<file path="config.mk">
export PLATFORM = sky130hd
export DESIGN_NAME = uart_tx_arbiter
export DESIGN_NICKNAME = d
export VERILOG_FILES = /design/src/rtl/uart_tx_arbiter_pkg.sv /design/src/rtl/uart_tx_arbiter_rr_pick.sv /design/src/rtl/uart_tx_arbiter.sv
export SDC_FILE = /design/constraint.sdc
export NUM_CORES = 1
export LEC_CHECK = 0
export CORE_ASPECT_RATIO = 0.7
export CORE_UTILIZATION = 39
export CTS_BUF_LIST = sky130_fd_sc_hd__clkbuf_8 sky130_fd_sc_hd__clkbuf_16
export DETAILED_ROUTE_END_ITERATION = 12
export PLACE_DENSITY = 0.76
export SYNTH_ARGS = -nofsm -noshare
export SYNTH_HDL_FRONTEND = slang
export SYNTH_SLANG_ARGS = --single-unit
</file>
<file path="constraint.sdc">
create_clock -name ref_clk_i -period 2 [get_ports ref_clk_i]
set_clock_uncertainty 0.05 [all_clocks]
set_input_delay 0.5 -clock ref_clk_i [delete_from_list [all_inputs] [get_ports ref_clk_i]]
set_output_delay 0.5 -clock ref_clk_i [all_outputs]
set_load 0.01 [all_outputs]
</file>
<file path="src/rtl/uart_tx_arbiter_pkg.sv">
// Shared definitions for the uart_tx arbiter: FSM encodings and index-width helper.
package uart_tx_arbiter_pkg;

    typedef logic [1:0] state_t;

    localparam state_t S_IDLE = 2'd0;
    localparam state_t S_SEND = 2'd1;
    localparam state_t S_WAIT = 2'd2;

    // Width of an index into n requesters; never zero so ports stay legal.
    function automatic int unsigned idx_width(input int unsigned n);
        return (n > 1) ? $clog2(n) : 1;
    endfunction

endpackage

</file>
<file path="src/rtl/uart_tx_arbiter_rr_pick.sv">
// Combinational round-robin picker: first set request after 'last', wrapping.
module uart_tx_arbiter_rr_pick
    import uart_tx_arbiter_pkg::*;
#(
    parameter int unsigned NREQ = 4,
    localparam int unsigned IW  = idx_width(NREQ)
) (
    input  logic [NREQ-1:0] req_i,
    input  logic [IW-1:0]   last_i,
    output logic            valid_o,
    output logic [IW-1:0]   idx_o
);

    logic [IW-1:0] cand;

    // Scan last+1, last+2, ... modulo NREQ; the first hit wins.
    always_comb begin
        valid_o = 1'b0;
        idx_o   = '0;
        cand    = '0;
        for (int unsigned k = 1; k <= NREQ; k++) begin
            cand = IW'((32'(last_i) + k) % NREQ);
            if (!valid_o && req_i[cand]) begin
                valid_o = 1'b1;
                idx_o   = cand;
            end
        end
    end

endmodule

</file>
<file path="src/rtl/uart_tx_arbiter.sv">
// Shares one uart_tx among NREQ byte producers with round-robin fairness.
// Runs the send/busy handshake and returns a one-cycle ack or timeout nak.
module uart_tx_arbiter
    import uart_tx_arbiter_pkg::*;
#(
    parameter int unsigned NREQ    = 4,
    parameter int unsigned TIMEOUT = 16,
    localparam int unsigned IW     = idx_width(NREQ),
    localparam int unsigned CW     = $clog2(TIMEOUT)
) (
    input  logic              ref_clk_i,
    input  logic              reset_i,
    input  logic [NREQ-1:0]   req_i,
    input  logic [8*NREQ-1:0] data_i,
    output logic [NREQ-1:0]   ack_o,
    output logic [NREQ-1:0]   nak_o,
    output logic              tx_send_o,
    output logic [7:0]        tx_in_o,
    input  logic              tx_busy_i,
    output logic [IW-1:0]     grant_id_o,
    output logic              active_o,
    output logic              err_o
);

    state_t          state_q, state_d;
    logic [IW-1:0]   grant_q, grant_d;
    logic [7:0]      tx_in_q, tx_in_d;
    logic            tx_send_q, tx_send_d;
    logic [CW-1:0]   cnt_q, cnt_d;
    logic [NREQ-1:0] ack_q, ack_d;
    logic [NREQ-1:0] nak_q, nak_d;
    logic            err_q, err_d;

    logic            pick_valid;
    logic [IW-1:0]   pick_idx;
    logic [7:0]      data_bytes [NREQ];

    for (genvar g = 0; g < NREQ; g++) begin : g_bytes
        assign data_bytes[g] = data_i[8*g +: 8];
    end

    // The last grant doubles as the round-robin pointer.
    uart_tx_arbiter_rr_pick #(
        .NREQ (NREQ)
    ) u_pick (
        .req_i   (req_i),
        .last_i  (grant_q),
        .valid_o (pick_valid),
        .idx_o   (pick_idx)
    );

    // Next-state logic for the handshake FSM, timeout counter and ack/nak pulses.
    always_comb begin
        state_d   = state_q;
        grant_d   = grant_q;
        tx_in_d   = tx_in_q;
        tx_send_d = tx_send_q;
        cnt_d     = cnt_q;
        ack_d     = '0;
        nak_d     = '0;
        err_d     = err_q;
        case (state_q)
            S_IDLE: begin
                // A busy transmitter may be finishing a frame from before our reset.
                if (pick_valid && !tx_busy_i) begin
                    grant_d   = pick_idx;
                    tx_in_d   = data_bytes[pick_idx];
                    tx_send_d = 1'b1;
                    cnt_d     = '0;
                    state_d   = S_SEND;
                end
            end
            S_SEND: begin
                if (tx_busy_i) begin
                    tx_send_d = 1'b0;
                    state_d   = S_WAIT;
                end else if (cnt_q == CW'(TIMEOUT - 1)) begin
                    tx_send_d      = 1'b0;
                    nak_d[grant_q] = 1'b1;
                    err_d          = 1'b1;
                    state_d        = S_IDLE;
                end else begin
                    cnt_d = cnt_q + 1'b1;
                end
            end
            S_WAIT: begin
                // Frame length depends on the bit clock, so no timeout here.
                if (!tx_busy_i) begin
                    ack_d[grant_q] = 1'b1;
                    state_d        = S_IDLE;
                end
            end
            default: begin
                tx_send_d = 1'b0;
                state_d   = S_IDLE;
            end
        endcase
    end

    // State registers; reset drops tx_send immediately and abandons any in-flight byte.
    always_ff @(posedge ref_clk_i or posedge reset_i) begin
        if (reset_i) begin
            state_q   <= S_IDLE;
            grant_q   <= IW'(NREQ - 1);
            tx_in_q   <= '0;
            tx_send_q <= 1'b0;
            cnt_q     <= '0;
            ack_q     <= '0;
            nak_q     <= '0;
            err_q     <= 1'b0;
        end else begin
            state_q   <= state_d;
            grant_q   <= grant_d;
            tx_in_q   <= tx_in_d;
            tx_send_q <= tx_send_d;
            cnt_q     <= cnt_d;
            ack_q     <= ack_d;
            nak_q     <= nak_d;
            err_q     <= err_d;
        end
    end

    assign ack_o      = ack_q;
    assign nak_o      = nak_q;
    assign tx_send_o  = tx_send_q;
    assign tx_in_o    = tx_in_q;
    assign grant_id_o = grant_q;
    assign active_o   = (state_q != S_IDLE);
    assign err_o      = err_q;

endmodule
</file>
Word-level counts from Yosys, hierarchy flattened
Index checks and enable logic that the tools add are counted.

Bits in registers: 26. Word-level logic and storage cells: 87.

Reductions and logical operators: 17. Bitwise operators: 3. Add/sub/neg operators: 5. Muxes and demuxes: 39. Equal/unequal tests: 8. Order comparisons: 7.

Operators by type and width (count): $mux W4 (8); $bmux W8 S2 (1); $mux W2 (8); $mux W8 (2); $lt A2 B3 Y1 const B (5); $mux W1 (12); $reduce_and A3 Y1 (3); $bmux W1 S2 (4); $ne A2 B2 Y1 const B (4); $pmux W4 S2 (1); $pmux W2 S3 (1); $logic_and A1 B1 Y1 (5); $add A2 B1 Y2 const B (2); $add A2 B2 Y2 const B (2); $add A4 B1 Y4 const B (1); $eq A4 B4 Y1 const B (1); $logic_not A1 Y1 (4); $reduce_and A4 Y1 (1); $reduce_bool A2 Y1 (2); $ge A3 B3 Y1 const B (1); $ne A3 B3 Y1 const B (1); $not A2 Y3 (1); $pmux W1 S3 (1); $demux W1 S2 (1); other kinds (6) (7).

Depth between registers and ports, before layout
Depth after elaboration: 17. Gate-level depth with buffers: 10.

Hierarchy
From an unflattened synthesis, not the netlist that was laid out.

Cell total of the unflattened synthesis: 101. Area total of the unflattened synthesis: 1352.5 um^2.

By module, submodules not included: uart_tx_arbiter (cells each 87, area an instance 1261.2 um^2, times used 1); uart_tx_arbiter_rr_pick (cells each 14, area an instance 91.3 um^2, times used 1).

Least setup slack after synthesis
OpenSTA, ideal clock, no wires.

Path kind: register to register. Start point: register grant_q[0], in the netlist grant_id_o[0]. End point: register tx_in_q[0], in the netlist tx_in_o[0]. Stages on the path, launching flop included: 10. Path slack: -253 ps. Arrival: 2054 ps. Setup time: 150 ps. Period minus slack after synthesis: 2253 ps. Cell sequence: dfstp_2 > buf_6 > inv_1 > ha_1 > nor4_2 > o22ai_1 > buf_6 > buf_8 > mux2i_1 > o221ai_1.

Word-level cells in the longest chain between the ends: 17. Elaborated cells between the ends (all ways): 32. Those cells by class: add/sub (4); mux (19); bitwise (1); reduce/logical (8).

RTL lines: start: declaration (RTL line uart_tx_arbiter.sv:26) `logic [IW-1:0] grant_q, grant_d;`; start signal: assignment (RTL line uart_tx_arbiter.sv:104) `grant_q <= IW'(NREQ - 1);`; start signal: assignment (RTL line uart_tx_arbiter.sv:113) `grant_q <= grant_d;`; $add A2 B1 Y2 (RTL line uart_tx_arbiter_rr_pick.sv:22) `cand = IW'((32'(last_i) + k) % NREQ);`; $bmux W1 S2 (RTL line uart_tx_arbiter_rr_pick.sv:23) `if (!valid_o && req_i[cand]) begin`; $mux W1 (not written as such) (RTL line uart_tx_arbiter_rr_pick.sv:23); $mux W1 (RTL line uart_tx_arbiter_rr_pick.sv:23); $logic_not A1 Y1 (RTL line uart_tx_arbiter_rr_pick.sv:23); $logic_and A1 B1 Y1 (RTL line uart_tx_arbiter_rr_pick.sv:23); $mux W1 (RTL line uart_tx_arbiter_rr_pick.sv:23); $logic_not A1 Y1 (RTL line uart_tx_arbiter_rr_pick.sv:23); $logic_and A1 B1 Y1 (RTL line uart_tx_arbiter_rr_pick.sv:23); $mux W1 (RTL line uart_tx_arbiter_rr_pick.sv:23); $logic_not A1 Y1 (RTL line uart_tx_arbiter_rr_pick.sv:23); $logic_and A1 B1 Y1 (RTL line uart_tx_arbiter_rr_pick.sv:23); $mux W2 (RTL line uart_tx_arbiter_rr_pick.sv:23); $not A2 Y3 (not written as such) (RTL line uart_tx_arbiter.sv:67) `tx_in_d = data_bytes[pick_idx];`; $bmux W8 S2 (RTL line uart_tx_arbiter.sv:67); $mux W8 (not written as such) (2 in series) (RTL line uart_tx_arbiter.sv:67); end signal: assignment (RTL line uart_tx_arbiter.sv:114) `tx_in_q <= tx_in_d;`; end: declaration (RTL line uart_tx_arbiter.sv:27) `logic [7:0] tx_in_q, tx_in_d;`.

Parallel ways exist; a longest one is shown, timed or not. The select of a mux whose other input is x is not followed. A chain may end at the register's enable or synchronous reset.

Worst setup path in the final report
Start point: register grant_q[0], in the netlist grant_id_o[0]. End point: register tx_in_q[2], in the netlist tx_in_o[2].

Same word-level chain as after synthesis.

==> flow_summary.toml <==
[timing]
slew_viol_final = 0
fin_crit_sh = 1.05
slew_headroom = 0.729
rsz0062_at_grt = "yes"
fin_ws_ns = -0.101
period_needed_ns = 2.10
max_clock_freq_mhz = 476
hold_viol_final = 0
fin_worst_hold_slack_ns = 0.429
tightestPinTransition_ns = 0.402
setup_violations = 8

[cells_and_area]
final_util = 0.660
area.growth.synth_to_final_pct = 59.3
regArea_um2 = 653
drive_above_1_share = 0.215
stdcell_area_um2 = 2360
antennaDiodeCount = 0
final_cells = 264
final_common_cell = "clkdlybuf4s50_1"
multi_input_area_um2 = 822
finalNetCount = 259
mostFrequentLayoutCells = "52 x clkdlybuf4s50_1, 24 x dfrtp_1, 16 x buf_4"
fillers = 262

[routing]
wire_per_inst_um = 15.3
drc = 0
dr.pass1.iters = 5
viasPerCell = 5.18
initialDrtViolationCount = 110
ant_nets = 0
vias = 1367
wl_um = 4040

[placed_design]
dp.cells = 259
place_hpwl_um = 3230
gp_congestion = 0.796
portBuffers = 59
placed_cell_area_um2 = 2240

[critical_path]
path_max_fanout = 17
slowest_delay_ns = 0.60
end_kind = "flop"
regToRegStartpoint = "grant_id_o[0]"
start_kind = "flop"
arrival_ns = 2.19
crit_type = "reg -> reg"
reg2reg_slack_ns = -0.10
cpMaxStageDelayCell = "dfstp_2"
reg2reg_to = "tx_in_o[2]"
setup.worst_path.start = "grant_id_o[0]"
crit_required_ns = 2.09
crit_path_cell_trace = "inv_4, ha_4, inv_2, a2111oi_4, o22ai_2, buf_12, mux2i_2, o221ai_2"
worst_r2r_path_depth = 8

[worst_hold_path]
hold_path_end = "err_o"
min_from = "err_o"
min_path_cells = 1
hold_path.class = "reg -> reg"

[pwr]
cellPowerDensity_nw_per_um2 = 1270
leakagePower_uw = 0.00106
ir_drop_mv = 1.04

[global_route]
grt_overflow = 0
track_usage = 0.215
grt_first_pass_wirelength_um = 6400
antenna_found_initial = 0
grt_max_degree = 27
grt_pass1_vias = 1379

[die]
dieArea_um2 = 4060
die_width_um = 75.7
placementRows = 18
num_io_pins = 60
fp.dieH_um = 53.6
coreArea_um2 = 3580
floorplan.initialDensity = 0.414

[clock_network]
cts_max_path_buffers = 2
hold_buffers = 0
tritoncts = "yes"
clock_sinks = 26
h-tree-depth = 1
clk_latency_ns = 0.26
cts-root-buf = "clkbuf_8"
cts_buffers = 3
clk_pin_slew_worst_paths_ns = 0.09

[yosys]
synth.distinct_cells = 41
yosysSeqAreaShare = 0.441
synth-edff-count = 0
synth_ff_type = "dfrtp_1"
synth_area_um2 = 1480
synth_fp_nets = 182
avgSynthCellArea_um2 = 10.7
ys_warn_count = 0
synth_seq_cells = 26
synthCells = 138
async_reset_ff_frac = 1.00

[run_status]
failed_checks = "setup timing"
status = "finished with violations"

[flow_run]
cap_viol_max_count = 0
[routing by layer]
layer | vias to the layer above | part of all wire | track usage | wire length [µm]
met2 | 26 | 0.51 | 0.351 | 2050
met5 | - | 0 | 0 | 0
li1 | 656 | - | - | -
met3 | 6 | 0.025 | 0.0318 | 100
met1 | 679 | 0.45 | 0.290 | 1820
met4 | 0 | 0.016 | 0.0802 | 64
[per-stage QoR]
stage | setup TNS, ns | worst slack (ns) | power (µW)
final | -0.505 | -0.101 | 3000
after global routing | -1.10 | -0.176 | 3190
after CTS | -0.446 | -0.113 | 2920
after detailed placement | -6.26 | -0.644 | 2530
after global placement | -4.69 | -0.483 | 2450
after floorplan | -1.15 | -0.146 | 1890
[what timing repair did]
action                                  in CTS  in global routing
endpoints found under the setup margin      13                  9
gates resized for setup                     14                  7
pin swaps                                    1                  3
setup buffers                                1                  0
[synthesized netlist by cell type, types with 2 or more instances]
| library cell | n | share of area |
|---|---|---|
| o221ai_1 | 8 | 0.047 |
| mux2i_1 | 16 | 0.11 |
| nor4_1 | 2 | 0.0084 |
| dfstp_2 | 2 | 0.035 |
| nor3b_1 | 3 | 0.015 |
| a21oi_1 | 3 | 0.010 |
| o21ai_0 | 3 | 0.010 |
| nand3_1 | 3 | 0.010 |
| xor2_1 | 2 | 0.012 |
| and2_1 | 8 | 0.034 |
| nand2_1 | 13 | 0.033 |
| inv_1 | 6 | 0.015 |
| dfrtp_1 | 24 | 0.41 |
| nand2b_1 | 2 | 0.0084 |
| nor2_1 | 6 | 0.015 |
| buf_6 | 4 | 0.030 |
| o31ai_1 | 2 | 0.010 |
| o21ai_1 | 3 | 0.010 |
| or3_1 | 2 | 0.0084 |
| ha_1 | 5 | 0.042 |
[worst max-delay path: cells and delay by family (launching register included)]
kind,cells,cell delay [ns]
buf+inv,3,0.28
mux,1,0.21
flops,1,0.60
fa+ha+maj,1,0.29
compound gates,3,0.54
[flip-flops by register name, summed over array words and instances, names as in the netlist]
| register | flops |
|---|---|
| err_o | 1 |
| cnt_q | 4 |
| tx_in_o | 8 |
| ack_o | 4 |
| tx_send_o | 1 |
| state_q | 2 |
| grant_id_o | 2 |
| nak_o | 4 |
[worst max path at each step]
stage                 endpoint  slack, ns  cells after the start
finish              tx_in_o[2]      -0.10                      8
CTS                 tx_in_o[2]      -0.11                      8
global route        tx_in_o[3]      -0.18                      8
detailed placement  tx_in_o[2]      -0.64                      7
floorplan           tx_in_o[0]      -0.15                     10
global placement    tx_in_o[0]      -0.48                      7
[logic make-up after synthesis]
logic type,share of synthesized area
AOI/OAI and AO/OA,0.125
muxes,0.116
adders and majority gates,0.0422
buffers and inverters,0.0616
and+or+nand+nor,0.203
DFF,0.441
xor gates and xnor gates,0.0118
[area by class of cell]
class / count / area share
inverters: 6 / 0.0106
repair buffers: 78 / 0.315
flip-flops and latches: 26 / 0.276
multi-input cells: 100 / 0.348
clock buffers: 4 / 0.0233
well taps: 50 / 0.0265
[report_power, final]
| part | internal, µW | leakage (µW) | switching, µW | total, µW |
|---|---|---|---|---|
| registers | 685 | 0.000336 | 114 | 799 |
| logic | 992 | 0.000697 | 876 | 1870 |
| clock network | 176 | 0.0000288 | 157 | 333 |
Power figures use the tool's default switching activity.
==> RTL edit 1: new RTL, config.mk and constraints unchanged <==
Register the output `err_o` once more, cleared by the reset; this adds one clock of latency there. The other outputs are not delayed to match.
--- a/src/rtl/uart_tx_arbiter.sv
+++ b/src/rtl/uart_tx_arbiter.sv
@@ -126,6 +126,12 @@
     assign tx_in_o    = tx_in_q;
     assign grant_id_o = grant_q;
     assign active_o   = (state_q != S_IDLE);
-    assign err_o      = err_q;
+    always_ff @(posedge ref_clk_i or posedge reset_i) begin
+        if (reset_i) begin
+            err_o <= '0;
+        end else begin
+            err_o <= err_q;
+        end
+    end
 
 endmodule
Behaviour: same outputs for any inputs over 4 cycles, from zero or initial values and one cycle with reset_i high; that may be too few to reach the edited logic, so the function may still have changed.
==> RTL edit 1 against the original RTL <==
The run ends with DRC, setup timing left; die area rose by 8.7%; routed wire length rose by 4.0%; core utilization rose by 1.0 points; sequential cell count rose by 1; worst setup slack got worse by 770 ps; largest power group unchanged; sequential share of layout area fell by 2.0 points; area after synthesis rose by 9.0%; power rose by 27%; final area rose by 12%.
==> RTL edit 1: results (changes against the original RTL) <==
[outcome]
status=finished with violations
violations=DRC, setup timing

[flow_run]
maxCapViolations=0  ; unchanged

[timing]
slew_headroom_pct=67.8  ; -5.2 points
setup_ws_ps=-871  ; -770 ps
finalMaxSlewViolations=0  ; unchanged
finalSetupViolations=11  ; +3

[routing]
drtPass1Iterations=8  ; +3
final_antenna_net_count=0  ; unchanged
vias_per_cell=5.31  ; +2.6%
drc=2  ; +2
drt-initial-drc-count=118  ; +7.3%
finalWirelength_mm=4.20  ; +4.0%
wl_per_cell_um=14.6  ; -4.7%

[final_layout]
drive_gt1_share_pct=30.1  ; +8.6 points
n_fill_cell=310  ; +18%
largest_reg_flops=8  ; unchanged
antenna_cells=0  ; unchanged
nNetsFinal=281  ; +8.5%

[clock_tree]
cts_buffer_depth=2  ; unchanged
cts-root-buf=clkbuf_8
clk_latency_ps=260  ; about the same
cts_max_level=1  ; unchanged
cts_buffers=3  ; unchanged
clkSlewWorstSetupHoldPaths_ps=90  ; about the same

[worst_setup_path]
cp_slowest_cell=dfstp_2
crit_family=multiplexers
worstPathArrival_ps=2980  ; +790 ps
cp-start-kind=register
timing.rr.start=grant_id_o[0]$_DFFE_PP1P_
worstPathMaxFanout=7  ; -10
worst_path_largest_cell_delay_ps=550  ; -50 ps

[yosys]
synth.distinct_cells=45  ; +9.8%
async_flop_share_pct=100  ; unchanged
synth-warning-count=0  ; unchanged
synth_common_cells=25 x dfrtp_1, 11 x and2_1, 9 x nand2_1, 9 x nor2_1
syn_inst=144  ; +4.3%
syn-num-nets=188  ; +3.3%
synth_area_leaders=dfrtp_1 39%, mux2_2 5.6%, a221o_1 5.0%
ys.flop_type=dfrtp_1
yosysSeqAreaShare_pct=42.0  ; -2.1 points

[pwr]
peakVddDrop_mv=0.843  ; -19%
power.internal_mw=2.40  ; +30%
p_leak_nw=1.18  ; +11%

[global_routing]
grt_pass1_vias=1518  ; +10%
grt_pass1_wl_mm=7.04  ; +10%
grt_max_degree=28  ; +3.7%
grt_usage_pct=21.0  ; -0.49 points
antenna_found_initial=0  ; unchanged

[placed_design]
dp.cells=273  ; +5.4%
dpl_worst_slack_ps=-1040  ; -392 ps
port_buffers=59  ; unchanged
dpl-instance-area_sq_mm=0.00243  ; +8.8%
gp_congestion=0.873  ; +9.7%
dpl.hpwl_mm=3.16  ; -2.2%

[hold_path]
min_from=err_q$_DFFE_PP0P_
hold_class=register to register

==> RTL edit 1: worst paths after layout <==
path,endpoint,depth (start not counted),slack [ps]
setup / recovery,tx_in_o[2]$_DFFE_PP0P_,10,-870
hold / removal,err_o$_DFF_PP0_,0,330
setup reg to reg,tx_in_o[2]$_DFFE_PP0P_,10,-870
hold reg to reg,err_o$_DFF_PP0_,0,330
max in group asynchronous,grant_id_o[0]$_DFFE_PP1P_,3,1060
min in group asynchronous,nak_o[3]$_DFF_PP0_,3,540
==> RTL edit 1: worst reg2reg max path, stage by stage (launching register included) <==
cell and delay (ps):
dfstp_2 550, inv_2 60, ha_4 270, mux4_2 550
buf_6 150, nor2_4 110, o21ai_4 70, o22ai_4 160
buf_12 160, mux2_2 330, a221o_1 310
==> RTL edit 1: cell families after synthesis <==
kind of cell,count (synthesis),synth area share [%]
adder cells (fa/ha/maj),5,3.87
flip-flops,27,42.0
AND/OR/NAND/NOR,49,16.4
XOR/XNOR,4,2.17
AO/OA/AOI/OAI,31,18.0
buffers and inverters,11,3.79
multiplexers,17,13.9
==> RTL edit 1: layer usage <==
| metal | share of wire (%) | GRT usage [%] | up-vias |
|---|---|---|---|
| met4 | 1.5 | 3.90 | 0 |
| met5 | 0 | 0 | - |
| met1 | 41 | 26.7 | 718 |
| met3 | 9.2 | 7.54 | 9 |
| met2 | 48 | 34.7 | 80 |
| li1 | - | - | 723 |
==> RTL edit 1: stage by stage <==
step,util [%],power [mW],TNS [ps],hold WS [ps]
final,67.0,3.82,-6950,331
after global routing,67.0,4.07,-7930,347
after CTS,65.9,3.70,-7200,336
after detailed placement,61.6,3.02,-9660,316
after global placement,61.6,2.94,-8230,307
after floorplan,-,2.23,-6540,297
==> RTL edit 1: layout make-up <==
cell class,instances,share of cell area (%)
inverters,4,0.663
multi-input cells,106,35.7
well taps,52,2.46
flip-flops and latches,27,25.7
clock buffers,3,1.56
clock inverters,1,0.189
repair buffers,95,33.8
==> RTL edit 1: timing repair <==
action | 4_1_cts | 5_1_grt
cloned | 0 | 0
buffers inserted | 9 | 3
resized for setup | 16 | 8
setup endpoints to repair | 14 | 14
pin swaps | 5 | 5
==> RTL edit 1: power groups by stage <==
stage	sequential, mW	combinational, mW	clock [mW]
2_1_floorplan	0.887	1.34	0
3_3_place_gp	0.843	2.09	0
3_5_place_dp	0.840	2.18	0
4_1_cts	0.841	2.55	0.305
5_1_grt	0.864	2.87	0.330
6_report	0.846	2.67	0.297
==> RTL edit 2: new RTL, same flow settings <==
Made on the original files. `NREQ` is set to 4 in 2 places; all go to 8.
--- a/src/rtl/uart_tx_arbiter_rr_pick.sv
+++ b/src/rtl/uart_tx_arbiter_rr_pick.sv
@@ -2,7 +2,7 @@
 module uart_tx_arbiter_rr_pick
     import uart_tx_arbiter_pkg::*;
 #(
-    parameter int unsigned NREQ = 4,
+    parameter int unsigned NREQ = 8,
     localparam int unsigned IW  = idx_width(NREQ)
 ) (
     input  logic [NREQ-1:0] req_i,
--- a/src/rtl/uart_tx_arbiter.sv
+++ b/src/rtl/uart_tx_arbiter.sv
@@ -3,7 +3,7 @@
 module uart_tx_arbiter
     import uart_tx_arbiter_pkg::*;
 #(
-    parameter int unsigned NREQ    = 4,
+    parameter int unsigned NREQ    = 8,
     parameter int unsigned TIMEOUT = 16,
     localparam int unsigned IW     = idx_width(NREQ),
     localparam int unsigned CW     = $clog2(TIMEOUT)
Interface: changed (5 resized); port bits go from 60 to 105. No check against the original RTL was run, so the function may have changed too.
==> RTL edit 2 against the original RTL <==
The flow still finishes with violations (setup timing); routed wire length rose to 3.4 times the old value; worst setup slack got worse by 1400 ps; final area rose to 2.5 times the old value; area after synthesis rose by 130%; first-iteration DRC count rose to 4.1 times the old value; critical path depth rose by 5; power rose to 4.5 times the old value; count of clock-buffer cells in the layout rose by 1; sequential cell count rose by 9; non-clock buffer count rose by 128; clock power rose to 2.7 times the old value; highest routed layer unchanged; sequential share of layout area fell by 13 points.
==> RTL edit 2: results (changes against the original RTL) <==
[outcome]
status=finished with violations
violations=setup timing

[worst_setup_path]
cp_slowest_cell=dfstp_2
worstPathArrival_ps=3640  ; +1450 ps
crit_start=grant_id_o[0]$_DFFE_PP1P_
worstPathMaxFanout=8  ; -9
crit_family=compound AO/OA/AOI/OAI gates
timing.rr.start=grant_id_o[0]$_DFFE_PP1P_
timing.rr.end=tx_in_o[7]$_DFFE_PP0P_
r2r_cells=13  ; +5
path_class=register to register
worst_path_largest_cell_delay_ps=600  ; about the same

[yosys]
synth_common_cells=34 x and3_1, 32 x dfrtp_1, 24 x a211oi_1
async_flop_share_pct=100  ; unchanged
synth.distinct_cells=63  ; +54%
syn-num-nets=412  ; +130%
synth-warning-count=0  ; unchanged
synth_area_leaders=dfrtp_1 24%, mux4_2 11%, and3_1 6.3%
yosysSeqAreaShare_pct=26.0  ; -18 points

[pwr]
peakVddDrop_mv=1.02  ; -2.3%
p_leak_nw=2.47  ; +130%
p_total_mw=13.6  ; +350%
p_comb_mw=11.6  ; +520%
pg_seq_mw=1.07  ; +34%
power_switching_mw=6.19  ; +440%

[global_routing]
grt_usage_pct=28.1  ; +6.6 points
grt_pass1_vias=3811  ; +180%
grt_max_degree=36  ; +33%
antenna_found_initial=0  ; unchanged
grt_pass1_wl_mm=19.8  ; +210%

[clock_tree]
cts-root-buf=clkbuf_16
cts_buffers=5  ; +2
clk_latency_ps=280  ; +20 ps
cts_max_level=2  ; +1
cts_buffer_depth=2  ; unchanged
clkSlewWorstSetupHoldPaths_ps=60  ; -30 ps

[placed_design]
dpl.hpwl_mm=8.45  ; +160%
gp_congestion=0.939  ; +18%
port_buffers=104  ; +76%

[timing]
tns_ps=-21810  ; -21,310 ps
finalSetupViolations=18  ; +10
setup_ws_ps=-1520  ; -1420 ps
slew_headroom_pct=68.6  ; -4.3 points

[hold_path]
hold_depth=1  ; unchanged
hold_path_end=err_o$_DFFE_PP0P_
min_from=err_o$_DFFE_PP0P_
hold_class=register to register

[routing]
finalWirelength_mm=13.8  ; +240%
via_count=3881  ; +180%
drtPass1Iterations=5  ; unchanged
drt-initial-drc-count=450  ; +310%

[final_layout]
n_fill_cell=530  ; +100%
antenna_cells=0  ; unchanged
nNetsFinal=597  ; +130%
drive_gt1_share_pct=45.7  ; +24 points

==> RTL edit 2: changes by cell type in the layout (fill, tap and decap cells not counted), moves of 8 or more <==
cell / change
mux4_2: +16
clkdlybuf4s50_1: +48
and3_1: +29
mux2i_1: +8
inv_1: +9
a211oi_2: +21
buf_6: +9
buf_4: +63
==> RTL edit 2: what timing repair did <==
action                     CTS  global route
setup endpoints to repair   21            18
setup buffers               22             5
cloned                       3             0
resized for setup           50            26
pin swaps                   14             8
==> RTL edit 2: per-layer routing <==
metal / track usage (%) / routed length (um)
met2: 47.7 / 6590
met1: 36.6 / 5520
met3: 5.85 / 1150
met4: 6.97 / 493
met5: 0 / 0
==> RTL edit 2: cells by family (layout without fill, tap and decap cells) <==
| group | after synthesis | after routing | synth area share, % |
|---|---|---|---|
| mux | 44 | 44 | 19.4 |
| xor+xnor | 6 | 6 | 1.78 |
| buf+inv | 42 | 228 | 7.33 |
| fa+ha+maj | 7 | 7 | 2.59 |
| compound gates | 82 | 82 | 20.1 |
| flops | 35 | 35 | 26.0 |
| simple gates | 114 | 114 | 22.7 |
==> RTL edit 2: per-stage QoR <==
step           instances  cell area, sq um  setup WS, ps  hold WS, ps
3_3_place_gp         594              5100         -1560          404
4_1_cts              627              5770         -1300          434
6_report             632              5950         -1520          424
5_1_grt              632              5950         -1620          450
2_1_floorplan        330              3540         -1450          455
3_5_place_dp         594              5100         -1640          419
==> RTL edit 2: area by class of cell <==
class | instances | area (sq um) | area share (%)
multi-input combinational | 253 | 2680 | 45.1
timing repair buffer | 206 | 2010 | 33.8
inverter | 14 | 60.1 | 1.01
tap | 116 | 145 | 2.44
sequential | 35 | 882 | 14.8
clock buffer | 5 | 125 | 2.10
clock inverter | 3 | 43.8 | 0.736
